--- src/rtl/sdram_pkg.sv ---
// Shared types and Avalon widths for the SDRAM arbiter slice.
// Port-id width is derived per instance from NUM_PORTS via id_w().
package sdram_pkg;

   localparam int AVS_AW   = 24;
   localparam int AVS_DW   = 32;
   localparam int AVS_BYTE = AVS_DW / 8;

   typedef enum logic {
      ARB_IDLE = 1'b0,
      ARB_LOCK = 1'b1
   } arb_state_t;

   function automatic int id_w(input int n);
      return (n > 1) ? $clog2(n) : 1;
   endfunction

endpackage

--- src/rtl/sdram_id_fifo.sv ---
// In-order FIFO of port ids for outstanding reads.
// A push is accepted on a full FIFO only when a pop happens in the same cycle.
module sdram_id_fifo
   import sdram_pkg::*;
#(
   parameter int DEPTH = 4,
   parameter int W     = 1
) (
   input  logic         clk,
   input  logic         reset,
   input  logic         push,
   input  logic [W-1:0] push_id,
   input  logic         pop,
   output logic         full,
   output logic         empty,
   output logic [W-1:0] head
);

   localparam int PW = id_w(DEPTH);
   localparam int CW = $clog2(DEPTH) + 1;

   logic [W-1:0]  mem [DEPTH];
   logic [PW-1:0] wr_ptr;
   logic [PW-1:0] rd_ptr;
   logic [CW-1:0] count;
   logic          do_push;
   logic          do_pop;

   assign full    = (count == CW'(DEPTH));
   assign empty   = (count == '0);
   assign do_pop  = pop && !empty;
   assign do_push = push && (!full || do_pop);
   assign head    = mem[rd_ptr];

   always_ff @(posedge clk) begin
      if (do_push) mem[wr_ptr] <= push_id;
   end

   always_ff @(posedge clk) begin
      if (reset) begin
         wr_ptr <= '0;
         rd_ptr <= '0;
         count  <= '0;
      end else begin
         if (do_push) wr_ptr <= wr_ptr + 1'b1;
         if (do_pop)  rd_ptr <= rd_ptr + 1'b1;
         case ({do_push, do_pop})
            2'b10:   count <= count + 1'b1;
            2'b01:   count <= count - 1'b1;
            default: count <= count;
         endcase
      end
   end

endmodule

--- src/rtl/sdram_arbiter.sv ---
// Round-robin arbiter sharing one SDRAM access port among NUM_PORTS masters.
// Read responses are routed back in order through an id FIFO.
module sdram_arbiter
   import sdram_pkg::*;
#(
   parameter int NUM_PORTS     = 2,
   parameter int ID_FIFO_DEPTH = 4,
   parameter int RESP_BEATS    = 1
) (
   input  logic                          clk,
   input  logic                          reset,
   input  logic [NUM_PORTS-1:0]          m_req_valid,
   input  logic [NUM_PORTS-1:0]          m_req_write,
   input  logic [NUM_PORTS*AVS_AW-1:0]   m_req_address,
   input  logic [NUM_PORTS*AVS_DW-1:0]   m_req_writedata,
   input  logic [NUM_PORTS*AVS_BYTE-1:0] m_req_byteenable,
   output logic [NUM_PORTS-1:0]          m_req_ready,
   output logic [NUM_PORTS-1:0]          m_resp_valid,
   output logic [AVS_DW-1:0]             m_resp_readdata,
   output logic                          bus_req_valid,
   output logic                          bus_req_write,
   output logic [AVS_AW-1:0]             bus_req_address,
   output logic [AVS_DW-1:0]             bus_req_writedata,
   output logic [AVS_BYTE-1:0]           bus_req_byteenable,
   input  logic                          bus_req_ready,
   input  logic                          bus_resp_valid,
   input  logic [AVS_DW-1:0]             bus_resp_readdata,
   output logic                          resp_orphan_err
);

   localparam int IDW = id_w(NUM_PORTS);
   localparam int BCW = id_w(RESP_BEATS + 1);

   typedef logic [IDW-1:0] port_id_t;

   arb_state_t           state_q;
   arb_state_t           state_d;
   port_id_t             rr_ptr_q;
   port_id_t             rr_ptr_d;
   port_id_t             grant_q;
   port_id_t             grant_d;
   port_id_t             win;
   port_id_t             sel;
   port_id_t             head;
   logic                 found;
   logic                 req_v;
   logic                 fire;
   logic                 push;
   logic                 pop;
   logic                 resp_hit;
   logic                 fifo_full;
   logic                 fifo_empty;
   logic [NUM_PORTS-1:0] elig;
   logic [BCW-1:0]       beat_q;
   logic                 orphan_q;

   always_comb begin
      for (int p = 0; p < NUM_PORTS; p++)
         elig[p] = m_req_valid[p] && (m_req_write[p] || !fifo_full);
   end

   // First eligible port at or above rr_ptr, wrapping.
   always_comb begin
      int idx;
      found = 1'b0;
      win   = '0;
      for (int i = 0; i < NUM_PORTS; i++) begin
         idx = int'(rr_ptr_q) + i;
         if (idx >= NUM_PORTS) idx = idx - NUM_PORTS;
         if (!found && elig[idx]) begin
            found = 1'b1;
            win   = port_id_t'(idx);
         end
      end
   end

   always_comb begin
      sel   = win;
      req_v = found;
      if (state_q == ARB_LOCK) begin
         sel   = grant_q;
         req_v = m_req_valid[grant_q];
      end
      if (reset) req_v = 1'b0;
   end

   assign fire = req_v && bus_req_ready;
   assign push = fire && !m_req_write[sel];

   always_comb begin
      bus_req_valid      = req_v;
      bus_req_write      = m_req_write[sel];
      bus_req_address    = m_req_address[int'(sel)*AVS_AW +: AVS_AW];
      bus_req_writedata  = m_req_writedata[int'(sel)*AVS_DW +: AVS_DW];
      bus_req_byteenable = m_req_byteenable[int'(sel)*AVS_BYTE +: AVS_BYTE];
      m_req_ready        = '0;
      if (fire) m_req_ready[sel] = 1'b1;
   end

   always_comb begin
      state_d  = state_q;
      grant_d  = grant_q;
      rr_ptr_d = rr_ptr_q;
      case (state_q)
         ARB_IDLE: begin
            if (found && !bus_req_ready) begin
               state_d = ARB_LOCK;
               grant_d = win;
            end
         end
         ARB_LOCK: begin
            if (fire) state_d = ARB_IDLE;
         end
         default: state_d = ARB_IDLE;
      endcase
      if (fire)
         rr_ptr_d = (sel == port_id_t'(NUM_PORTS - 1)) ? '0 : sel + 1'b1;
   end

   always_ff @(posedge clk) begin
      if (reset) begin
         state_q  <= ARB_IDLE;
         grant_q  <= '0;
         rr_ptr_q <= '0;
      end else begin
         state_q  <= state_d;
         grant_q  <= grant_d;
         rr_ptr_q <= rr_ptr_d;
      end
   end

   assign resp_hit        = bus_resp_valid && !fifo_empty && !reset;
   assign pop             = resp_hit && (beat_q == BCW'(RESP_BEATS - 1));
   assign m_resp_readdata = bus_resp_readdata;
   assign resp_orphan_err = orphan_q;

   always_comb begin
      m_resp_valid = '0;
      if (resp_hit) m_resp_valid[head] = 1'b1;
   end

   always_ff @(posedge clk) begin
      if (reset) begin
         beat_q   <= '0;
         orphan_q <= 1'b0;
      end else begin
         if (resp_hit) beat_q <= pop ? '0 : beat_q + 1'b1;
         if (bus_resp_valid && fifo_empty) orphan_q <= 1'b1;
      end
   end

   sdram_id_fifo #(
      .DEPTH (ID_FIFO_DEPTH),
      .W     (IDW)
   ) u_id_fifo (
      .clk     (clk),
      .reset   (reset),
      .push    (push),
      .push_id (sel),
      .pop     (pop),
      .full    (fifo_full),
      .empty   (fifo_empty),
      .head    (head)
   );

endmodule
--- config.mk ---
export PLATFORM = sky130hd
export DESIGN_NAME = sdram_arbiter
export DESIGN_NICKNAME = d
export VERILOG_FILES = /design/src/rtl/sdram_pkg.sv /design/src/rtl/sdram_id_fifo.sv /design/src/rtl/sdram_arbiter.sv
export SDC_FILE = /design/constraint.sdc
export NUM_CORES = 1
export LEC_CHECK = 0
export BUFFER_PORTS_ARGS = -buffer_cell sky130_fd_sc_hd__buf_2
export CAP_MARGIN = 20
export CORE_MARGIN = 8
export CORE_UTILIZATION = 30
export CTS_CLUSTER_DIAMETER = 50
export DETAILED_ROUTE_END_ITERATION = 8
export PLACE_DENSITY = 0.82
export SLEW_MARGIN = 25
export SYNTH_ARGS = -nofsm -noshare
export SYNTH_HDL_FRONTEND = slang
export SYNTH_SLANG_ARGS = --single-unit
export TNS_END_PERCENT = 10
--- constraint.sdc ---
create_clock -name clk -period 3.06 [get_ports clk]
set_clock_uncertainty 0.1 [all_clocks]
set_input_delay 0.306 -clock clk [delete_from_list [all_inputs] [get_ports clk]]
set_output_delay 0.306 -clock clk [all_outputs]
set_load 0.005 [all_outputs]
==> out/qor.txt, run 1 <==
Most common library cells after synthesis: 56 x mux2_4, 32 x buf_4, 14 x dfxtp_1
Worst setup margin: 0.1438 ns
Buffers added on ports: 194
Startpoint type of the worst setup path: flip-flop
Most common cell on crit path: inv_1
Drt pass-1 iters: 4
CTS tree: done
Share of layout cells above drive strength 1: 73.53%
Power per cell area: 302.1 nW/um2
Num rows: 31
Number of synthesized flops with an enable pin: 4
Synthesized area per cell: 10.59 um2
Post-route cell area: 3123 um2
GRT Util Overall: 14.40%
Warnings, synthesis: 0
Post-layout nets: 541
Critical-path maximum fanout: 9
Vias in the first global route: 2207
RSZ-0062 raised after global routing: yes
Sum of negative setup slack: 0 ns
Die area: 10340 um2
CTS clock-pin slew for the worst setup and hold paths: 0.07 ns
Synth area leaders: mux2_4 38%, dfxtp_1 13%, buf_4 11%, edfxtp_1 5.5%, buf_6 3.6%
Period utilisation layout: 95.30%
Worst Tran Pin Value: 0.5481 ns
Starting Density: 30.71%
Fmax: 0.3429 GHz
Die Y: 101.7 um
Sw Pwr: 296.8 uW
Internal power: 646.5 uW
Worst-Skew Late Latency: 0.26 ns
Fillers: 714
RePlAce Congestion: 0.8201
Critical path data arrival time: 3.02 ns
Crit path max-delay family: simple AND/OR/NAND/NOR gates
Area leader, netlist: mux2_4
Maximum vdd drop: 126.9 uV
Number of DRC markers in iteration 0: 64
Clk network pwr share: 18.5%
Worst setup EP type: flip-flop
Vias/cell: 4.486
Drc violations: 0
CTS sink cnt: 18
Combinational share of power: 53.0%
H-tree depth: 1
ANT nets after route: 0
Critical path class: reg -> reg
Rel. slew slack: 63.18%
Count leader, synth: mux2_4
Top-area cell type share of the netlist area: 38.16%
Post-CTS resize count: 0
#FFs+latches synth: 18
Gr ovfl total: 0
Die Width: 101.7 um
Fin. Hold Viols: 0
Flop pwr share: 28.5%
First-pass GRT wire length: 11700 um
HP Class: in -> reg
Worst-path cell with the longest stage delay: or3b_1
Req. time, crit path: 3.16 ns
Distinct cells, synth: 39
Root buffer cell: clkbuf_8
Ys flop type: dfxtp_1
P_leak: 0.001662 uW
Initial antenna violation count: 0
Final setup fails: 0
Via count: 2122
Crit-path max cell delay: 0.51 ns
Post-layout util: 43.52%
WHS: 0.2237 ns
Routed WL: 8517 um
Largest net degree at the start of global routing: 25
Syn nets: 374
N_diodes: 0
Ys async rst share: 0%
Worst path bufs/invs: 2
Syn-to-layout area delta: 41.74%
Post-Syn Instances: 208
# Post-CTS Setup Buffers: 0
Post-synthesis sequential area ratio: 18.17%
Hold buffer count at cts: 0
Max Slew Vio Count: 0
DP HPWL: 7552 um
Clock buffer depth: 2
Area of the core: 7176 um2
Outcome: completed
Crit-path cells: or3b_1 -> o211ai_1 -> a31o_2 -> nor2_1 -> inv_1 -> ha_1 -> inv_1 -> fa_1 -> xor2_1 -> or3_1 -> a21oi_1
Sw frac: 31.46%
Max Cap Viol: 0
Pre-CTS setup slack: 0.1653 ns
Average wire per standard cell: 18.01 um
Cell Area, Synth: 2203 um2
Final min period: 2.916 ns
Placed instance area: 3025 um2
Num CTS Buffers: 3
I/O Pins: 259
-- cell type report --
class	instances	area (um2)	share of cell area, %
clock buffers	3	41.29	1.322
multi-input cells	138	1441	46.15
clock inverters	1	3.754	0.1202
inverters	9	33.78	1.082
well taps	99	123.9	3.966
repair buffers	205	1079	34.54
flip-flops and latches	18	400.4	12.82
-- logic make-up after synthesis --
logic type | after synthesis | share of synthesized area, %
compound gates | 27 | 8.120
xor+xnor | 4 | 1.590
fa+ha+maj | 6 | 3.748
buf+inv | 52 | 16.75
flops | 18 | 18.17
mux | 64 | 42.65
simple gates | 37 | 8.972
-- through the flow --
stage | std cells | total power [uW]
after floorplan | 208 | 585.8
after global placement | 462 | 755.1
after detailed placement | 462 | 765.9
after CTS | 466 | 938.7
after global routing | 473 | 994.3
final | 473 | 943.4
-- per-layer routing --
layer  vias up  part of all wire (%)  GRT usage, %
li1       1032                     -             -
met1       963                    35         14.22
met2       110                    52         26.51
met3        17                    10         4.811
met4         0                   3.0         6.529
met5         -                     0             0
-- layout by cell type, fill, tap and decap left out, drive strengths merged, types with 2 or more instances in the layout --
cell type,netlist,final
edfxtp,4,4
dfxtp,14,14
o21ai,7,7
mux2i,2,2
nand3,3,3
nor2,10,10
clkbuf,3,3
mux2,61,61
nand2b,3,3
o211ai,2,2
buf,40,205
nor3b,4,4
or3,2,2
nor3,3,3
a21o,2,2
and3,4,4
nand2,4,4
xor2,3,3
ha,5,5
inv,9,9
a21oi,8,8
o31ai,2,2
-- worst register-to-register path, cell delays in order, from the launching register on --
cell and delay, ns:
dfxtp_1 0.35, or3b_1 0.52, o211ai_1 0.29, a31o_2 0.25
nor2_1 0.07, inv_1 0.06, ha_1 0.17, inv_1 0.06
fa_1 0.37, xor2_1 0.16, or3_1 0.32, a21oi_1 0.14
-- path summary, 6_finish.rpt --
| path | from | to | slack [ns] | cells after the start |
|---|---|---|---|---|
| min | bus_resp_valid | resp_orphan_err$_SDFFE_PP0P_ | 0.22 | 3 |
| min reg2reg | resp_orphan_err$_SDFFE_PP0P_ | resp_orphan_err$_SDFFE_PP0P_ | 0.39 | 2 |
| max reg2reg | u_id_fifo.count[0]$_SDFFE_PP0P_ | u_id_fifo.count[2]$_SDFFE_PP0P_ | 0.14 | 11 |
| max | u_id_fifo.count[0]$_SDFFE_PP0P_ | u_id_fifo.count[2]$_SDFFE_PP0P_ | 0.14 | 11 |
-- power by group through the flow --
stage	clock, uW	sequential, uW	combinational [uW]
global placement	0	273	482
global route	183	270	541
CTS	176	269	494
detailed placement	0	274	492
finish	174	269	500
floorplan	0	268	317
No activity file was read; power rests on OpenSTA's default activity.
==> run 2: changes to the inputs <==
- CELL_PAD_IN_SITES_DETAIL_PLACEMENT: not set -> 0
- CELL_PAD_IN_SITES_GLOBAL_PLACEMENT: not set -> 1
- CORE_UTILIZATION: 30 -> 22
- PLACE_DENSITY: 0.82 -> 0.89
==> run 2 against run 1 <==
Net effect:
- clock power is 4% lower
- cell count is 6.1% higher
- worst hold slack better by 0.00077 ns
- sequential share of layout area down 0.082 points
- clock-buffer cell count is 1 higher
- routed wire length is 7.0% higher
- critical path depth decreased by 4
- setup slack gained 0.019 ns
- register-to-register slack better by 0.09 ns
- final area up 0.64%
- largest power group unchanged
- sequential power barely moved
==> out/qor.txt, run 2 (same netlist as run 1, synthesis figures left out) <==
Post-CTS resize count: 0
Vias/cell: 4.293
Num rows: 36
Maximum vdd drop: 269.0 uV
Largest net degree at the start of global routing: 20
Final min period: 2.898 ns
Vias in the first global route: 2282
Period utilisation layout: 94.69%
CTS tree: done
Post-layout nets: 536
Critical path data arrival time: 2.49 ns
# Post-CTS Setup Buffers: 0
Via count: 2155
Worst Tran Pin Value: 0.5685 ns
Starting Density: 22.65%
Max Cap Viol: 0
Drt pass-1 iters: 4
Routed WL: 9114 um
CTS clock-pin slew for the worst setup and hold paths: 0.06 ns
Crit-path max cell delay: 0.44 ns
Crit-path cells: or3b_4 -> o21ai_2 -> o2111a_1 -> a21o_4 -> buf_12 -> mux2_4 -> buf_2
Die Width: 116.1 um
DP HPWL: 8206 um
ANT nets after route: 0
Req. time, crit path: 2.65 ns
HP Class: in -> reg
RePlAce Congestion: 0.8480
Gr ovfl total: 0
Startpoint type of the worst setup path: flip-flop
Max Slew Vio Count: 0
Clock buffer depth: 2
Hold buffer count at cts: 0
Critical-path maximum fanout: 19
I/O Pins: 259
Critical path class: reg -> out
Fmax: 0.3451 GHz
RSZ-0062 raised after global routing: no
Worst setup margin: 0.1624 ns
Die Y: 116.1 um
H-tree depth: 1
Area of the core: 9729 um2
Fin. Hold Viols: 0
Hold depth: 3
Most frequent cells in the layout: 194 x buf_2, 56 x mux2_4, 14 x dfxtp_1
First-pass GRT wire length: 12720 um
N_diodes: 0
Syn-to-layout area delta: 42.65%
Number of DRC markers in iteration 0: 91
Average wire per standard cell: 18.16 um
CTS sink cnt: 18
Rel. slew slack: 61.92%
Outcome: completed
Sum of negative setup slack: 0 ns
Share of layout cells above drive strength 1: 73.44%
Most common cell after layout, fill and taps aside: buf_2
Buffers added on ports: 194
Worst-path cell with the longest stage delay: or3b_4
Power per cell area: 297.9 nW/um2
Num CTS Buffers: 3
Final setup fails: 0
R2R Setup Slk: 0.23 ns
Worst-Skew Late Latency: 0.25 ns
Pre-CTS setup slack: 0.1636 ns
GRT Util Overall: 12.14%
FF-to-FF path depth: 11
Drc violations: 0
P_leak: 0.001643 uW
Die area: 13470 um2
Root buffer cell: clkbuf_8
Initial antenna violation count: 0
Worst setup EP type: output pin
==> run 2: changes by cell type in the layout (fill, tap and decap cells not counted) <==
| cell | delta |
|---|---|
| buf_4 | -6 |
| or3b_4 | +1 |
| buf_12 | +1 |
| or3b_1 | -1 |
| clkbuf_1 | +1 |
| clkinv_1 | -1 |
==> run 2: stage by stage <==
step / util [%] / instance area, um2 / total power [uW] / instances / hold WS (ns)
after floorplan: - / 2203 / 585.8 / 208 / 0.3455
after global placement: 31.82 / 3095 / 772.2 / 498 / 0.3459
after detailed placement: 31.82 / 3095 / 780.0 / 498 / 0.3587
after CTS: 32.28 / 3141 / 952.5 / 502 / 0.2203
after global routing: 32.30 / 3143 / 1005 / 502 / 0.2370
final: 32.30 / 3143 / 936.2 / 502 / 0.2245
==> run 2: critical path: cells and delay by family, from the launching register on <==
family / cells / cell delay (ns)
buffers and inverters: 2 / 0.39
AND/OR/NAND/NOR: 1 / 0.44
AO/OA/AOI/OAI: 3 / 0.74
multiplexers: 1 / 0.31
flip-flops: 1 / 0.36
==> run 2: final timing paths <==
| path | start | to |
|---|---|---|
| hold reg to reg | resp_orphan_err$_SDFFE_PP0P_ | resp_orphan_err$_SDFFE_PP0P_ |
| setup reg to reg | u_id_fifo.count[2]$_SDFFE_PP0P_ | u_id_fifo.count[2]$_SDFFE_PP0P_ |
| setup / recovery | u_id_fifo.count[2]$_SDFFE_PP0P_ | bus_req_writedata[9] |
| hold / removal | bus_resp_valid | resp_orphan_err$_SDFFE_PP0P_ |
==> run 2: per-layer routing <==
layer | global-route usage (%) | wire length [um] | vias up
li1 | - | - | 1031
met1 | 11.25 | 3021 | 978
met2 | 23.01 | 4673 | 128
met4 | 3.717 | 209 | 0
met3 | 5.680 | 1210 | 18
met5 | 0 | 0 | -
==> run 2: power breakdown <==
group	switching (uW)	total (uW)	internal, uW
sequential	12.4	268	256
combinational	204	501	297
clock	74.4	167	92.3
total	291	936	645
==> run 2: layout make-up <==
cell class	instances	area, um2
clock buffers	4	45.04
fillers	1037	6586
inverters	9	33.78
multi-input cells	138	1444
flip-flops and latches	18	400.4
well taps	133	166.4
repair buffers	200	1054
==> run 3: changes to the inputs <==
- ABC_AREA: not set -> 1
- CORE_UTILIZATION: 22 -> 18
- PLACE_DENSITY: 0.89 -> 0.78
- SLEW_MARGIN: 25 -> 20
==> run 3 against run 2 <==
Net effect:
- setup slack improved by 0.34 ns
- clock power grew 3%
- worst hold slack lost 0.030 ns
- routed wire length fell by 9.9%
- largest power group unchanged
- via count is 18% higher
- critical path type unchanged
- non-clock buffer count down 5
- combinational power is 10% lower
- critical path depth increased by 3
- power down 5.4%
- sequential share of layout area rose by 1.1 points
- utilization decreased by 5.8 points
- cell count grew 28%
==> out/qor.txt, run 3 <==
Outcome: completed
Distinct cells, synth: 26
Sum of negative setup slack: 0 ns
#FFs+latches synth: 18
Number of DRC markers in iteration 0: 124
Worst setup margin: 0.5008 ns
H-tree depth: 1
Period utilisation layout: 83.63%
Critical path data arrival time: 2.15 ns
Hold Path End: resp_orphan_err$_SDFFE_PP0P_
CTS tree: done
Synthesized area per cell: 5.781 um2
Levels on crit path: 10
CTS clock-pin slew for the worst setup and hold paths: 0.07 ns
Number of synthesized flops with an enable pin: 4
Worst Tran Pin Value: 0.5872 ns
Final setup fails: 0
Sw Pwr: 343.2 uW
Sw frac: 38.75%
Max Slew Vio Count: 0
Initial antenna violation count: 0
Routed WL: 8216 um
CTS sink cnt: 18
Power per cell area: 307.1 nW/um2
Worst setup EP type: output pin
Buffers added on ports: 194
Most common library cells after synthesis: 197 x nand2_1, 32 x buf_4, 24 x inv_1
N_diodes: 0
Average wire per standard cell: 12.74 um
Crit-path max cell delay: 0.51 ns
Most frequent cells in the layout: 197 x nand2_1, 194 x buf_2, 24 x inv_1
Num CTS Buffers: 3
Req. time, crit path: 2.65 ns
Warnings, synthesis: 0
Hold depth: 2
Largest net degree at the start of global routing: 62
Rel. slew slack: 60.85%
Die Y: 122.0 um
Max Cap Viol: 0
Critical path class: reg -> out
R2R Setup Slk: 0.59 ns
DP HPWL: 7001 um
Top-area cell type share of the netlist area: 36.55%
Final min period: 2.559 ns
Internal power: 542.5 uW
RSZ-0062 raised after global routing: no
Post-synthesis sequential area ratio: 19.79%
Flop pwr share: 29.8%
Hold buffer count at cts: 0
Area leader, netlist: nand2_1
Num rows: 38
ANT nets after route: 0
Maximum vdd drop: 136.9 uV
Area of the core: 10890 um2
HP Class: in -> reg
Critical-path maximum fanout: 61
Cell Area, Synth: 2023 um2
# Post-CTS Setup Buffers: 0
Drt pass-1 iters: 4
Syn nets: 516
Share of layout cells above drive strength 1: 43.17%
Syn-to-layout area delta: 42.55%
Most common cell after layout, fill and taps aside: nand2_1
Worst path bufs/invs: 3
P_leak: 0.001775 uW
Ys async rst share: 0%
Fin. Hold Viols: 0
Root buffer cell: clkbuf_8
Post-layout nets: 672
Crit path max-delay family: simple AND/OR/NAND/NOR gates
Ys flop type: dfxtp_1
Clk network pwr share: 19.5%
Fillers: 1240
Post-layout util: 26.49%
Vias in the first global route: 2439
Worst-path cell with the longest stage delay: inv_4
RePlAce Congestion: 0.7953
Reg area: 400.4 um2
I/O Pins: 259
Clock buffer depth: 2
GRT Util Overall: 9.784%
Post-Syn Instances: 350
Fin cells: 645
Cell count after placement: 641
Pre-CTS setup slack: 0.5941 ns
Startpoint type of the worst setup path: flip-flop
Reg2reg end: u_id_fifo.count[2]$_SDFFE_PP0P_
Drc violations: 0
Combinational share of power: 50.8%
Count leader, synth: nand2_1
First-pass GRT wire length: 11950 um
Starting Density: 18.58%
Die Width: 122.0 um
Fmax: 0.3907 GHz
Worst-Skew Late Latency: 0.26 ns
Via count: 2547
Min-delay src: reset
Post-CTS resize count: 0
Synth area leaders: nand2_1 37%, dfxtp_1 14%, buf_4 12%, edfxtp_1 5.9%, inv_1 4.5%
Crit-path cells: nor2_4 -> nand3_2 -> nand2_2 -> inv_2 -> nand3_2 -> nand2_4 -> inv_4 -> nand2_1 -> nand2_1 -> buf_2
Die area: 14890 um2
R2R Path Start: u_id_fifo.count[0]$_SDFFE_PP0P_
Gr ovfl total: 0
FF-to-FF path depth: 16
Area of the multi-input gates: 1177 um2
Vias/cell: 3.949
## run 3: cell count changes after synthesis, sizes merged, moves of 8 or more
cell and change:
inv +19, mux2 -61, nand2 +197, nand3 +10, nor2 +8
## run 3: worst reg2reg max path, cell delays in order, from the launching register on
cell,delay [ns]
dfxtp_1,0.33
nor2_4,0.16
nand3_2,0.08
nand2_2,0.10
inv_2,0.05
nand2_1,0.08
nand2_1,0.05
nand3_1,0.08
nand2_2,0.12
nand2_4,0.13
ha_1,0.15
inv_1,0.07
fa_1,0.37
a21oi_1,0.14
o21ai_0,0.12
o21ai_0,0.16
a21oi_1,0.05
## run 3: layout make-up
type / count / share of cell area (%)
Clock buffer: 3 / 1.432
Clock inverter: 1 / 0.1302
Inverter: 28 / 3.731
Multi-Input combinational cell: 260 / 40.82
Sequential cell: 18 / 13.88
Tap cell: 140 / 6.074
Timing Repair Buffer: 195 / 33.93
## run 3: power by group through the flow
stage	Sequential (uW)	Combinational [uW]	Clock (uW)
floorplan	267	274	0
global placement	269	454	0
detailed placement	269	462	0
CTS	264	464	176
global route	265	511	191
finish	264	450	172
## run 3: per-layer routing
metal  part of all wire, %  track usage, %
met1                    36           10.53
met2                    52           18.04
met3                    11           3.239
met4                  0.69           2.236
met5                     0               0
## run 3: kinds of logic (layout without fill, tap and decap cells)
| logic type | Yosys count | count (layout) | synth area share [%] |
|---|---|---|---|
| AND/OR/NAND/NOR | 234 | 234 | 48.61 |
| buffers and inverters | 72 | 227 | 22.02 |
| AO/OA/AOI/OAI | 19 | 19 | 5.071 |
| flip-flops | 18 | 18 | 19.79 |
| adder cells (fa/ha/maj) | 6 | 6 | 4.082 |
| XOR/XNOR | 1 | 1 | 0.4330 |
## run 3: per-stage QoR
step | power (uW) | cell area, um2 | hold WS [ns]
4_1_cts | 903.7 | 2884 | 0.1862
3_5_place_dp | 730.8 | 2839 | 0.3398
3_3_place_gp | 723.5 | 2839 | 0.3425
6_report | 885.7 | 2884 | 0.1946
2_1_floorplan | 541.5 | 2023 | 0.2751
5_1_grt | 967.4 | 2884 | 0.1896
## run 3: worst max path at each step
stage | slack, ns | startpoint | to
2_1_floorplan | 0.83 | u_id_fifo.count[0]$_SDFFE_PP0P_ | u_id_fifo.count[2]$_SDFFE_PP0P_
3_3_place_gp | 0.66 | m_req_write[1] | u_id_fifo.count[2]$_SDFFE_PP0P_
3_5_place_dp | 0.59 | u_id_fifo.count[0]$_SDFFE_PP0P_ | u_id_fifo.count[2]$_SDFFE_PP0P_
4_1_cts | 0.42 | u_id_fifo.count[0]$_SDFFE_PP0P_ | bus_req_address[21]
5_1_grt | 0.22 | u_id_fifo.count[0]$_SDFFE_PP0P_ | bus_req_address[21]
6_report | 0.50 | u_id_fifo.count[0]$_SDFFE_PP0P_ | bus_req_address[14]
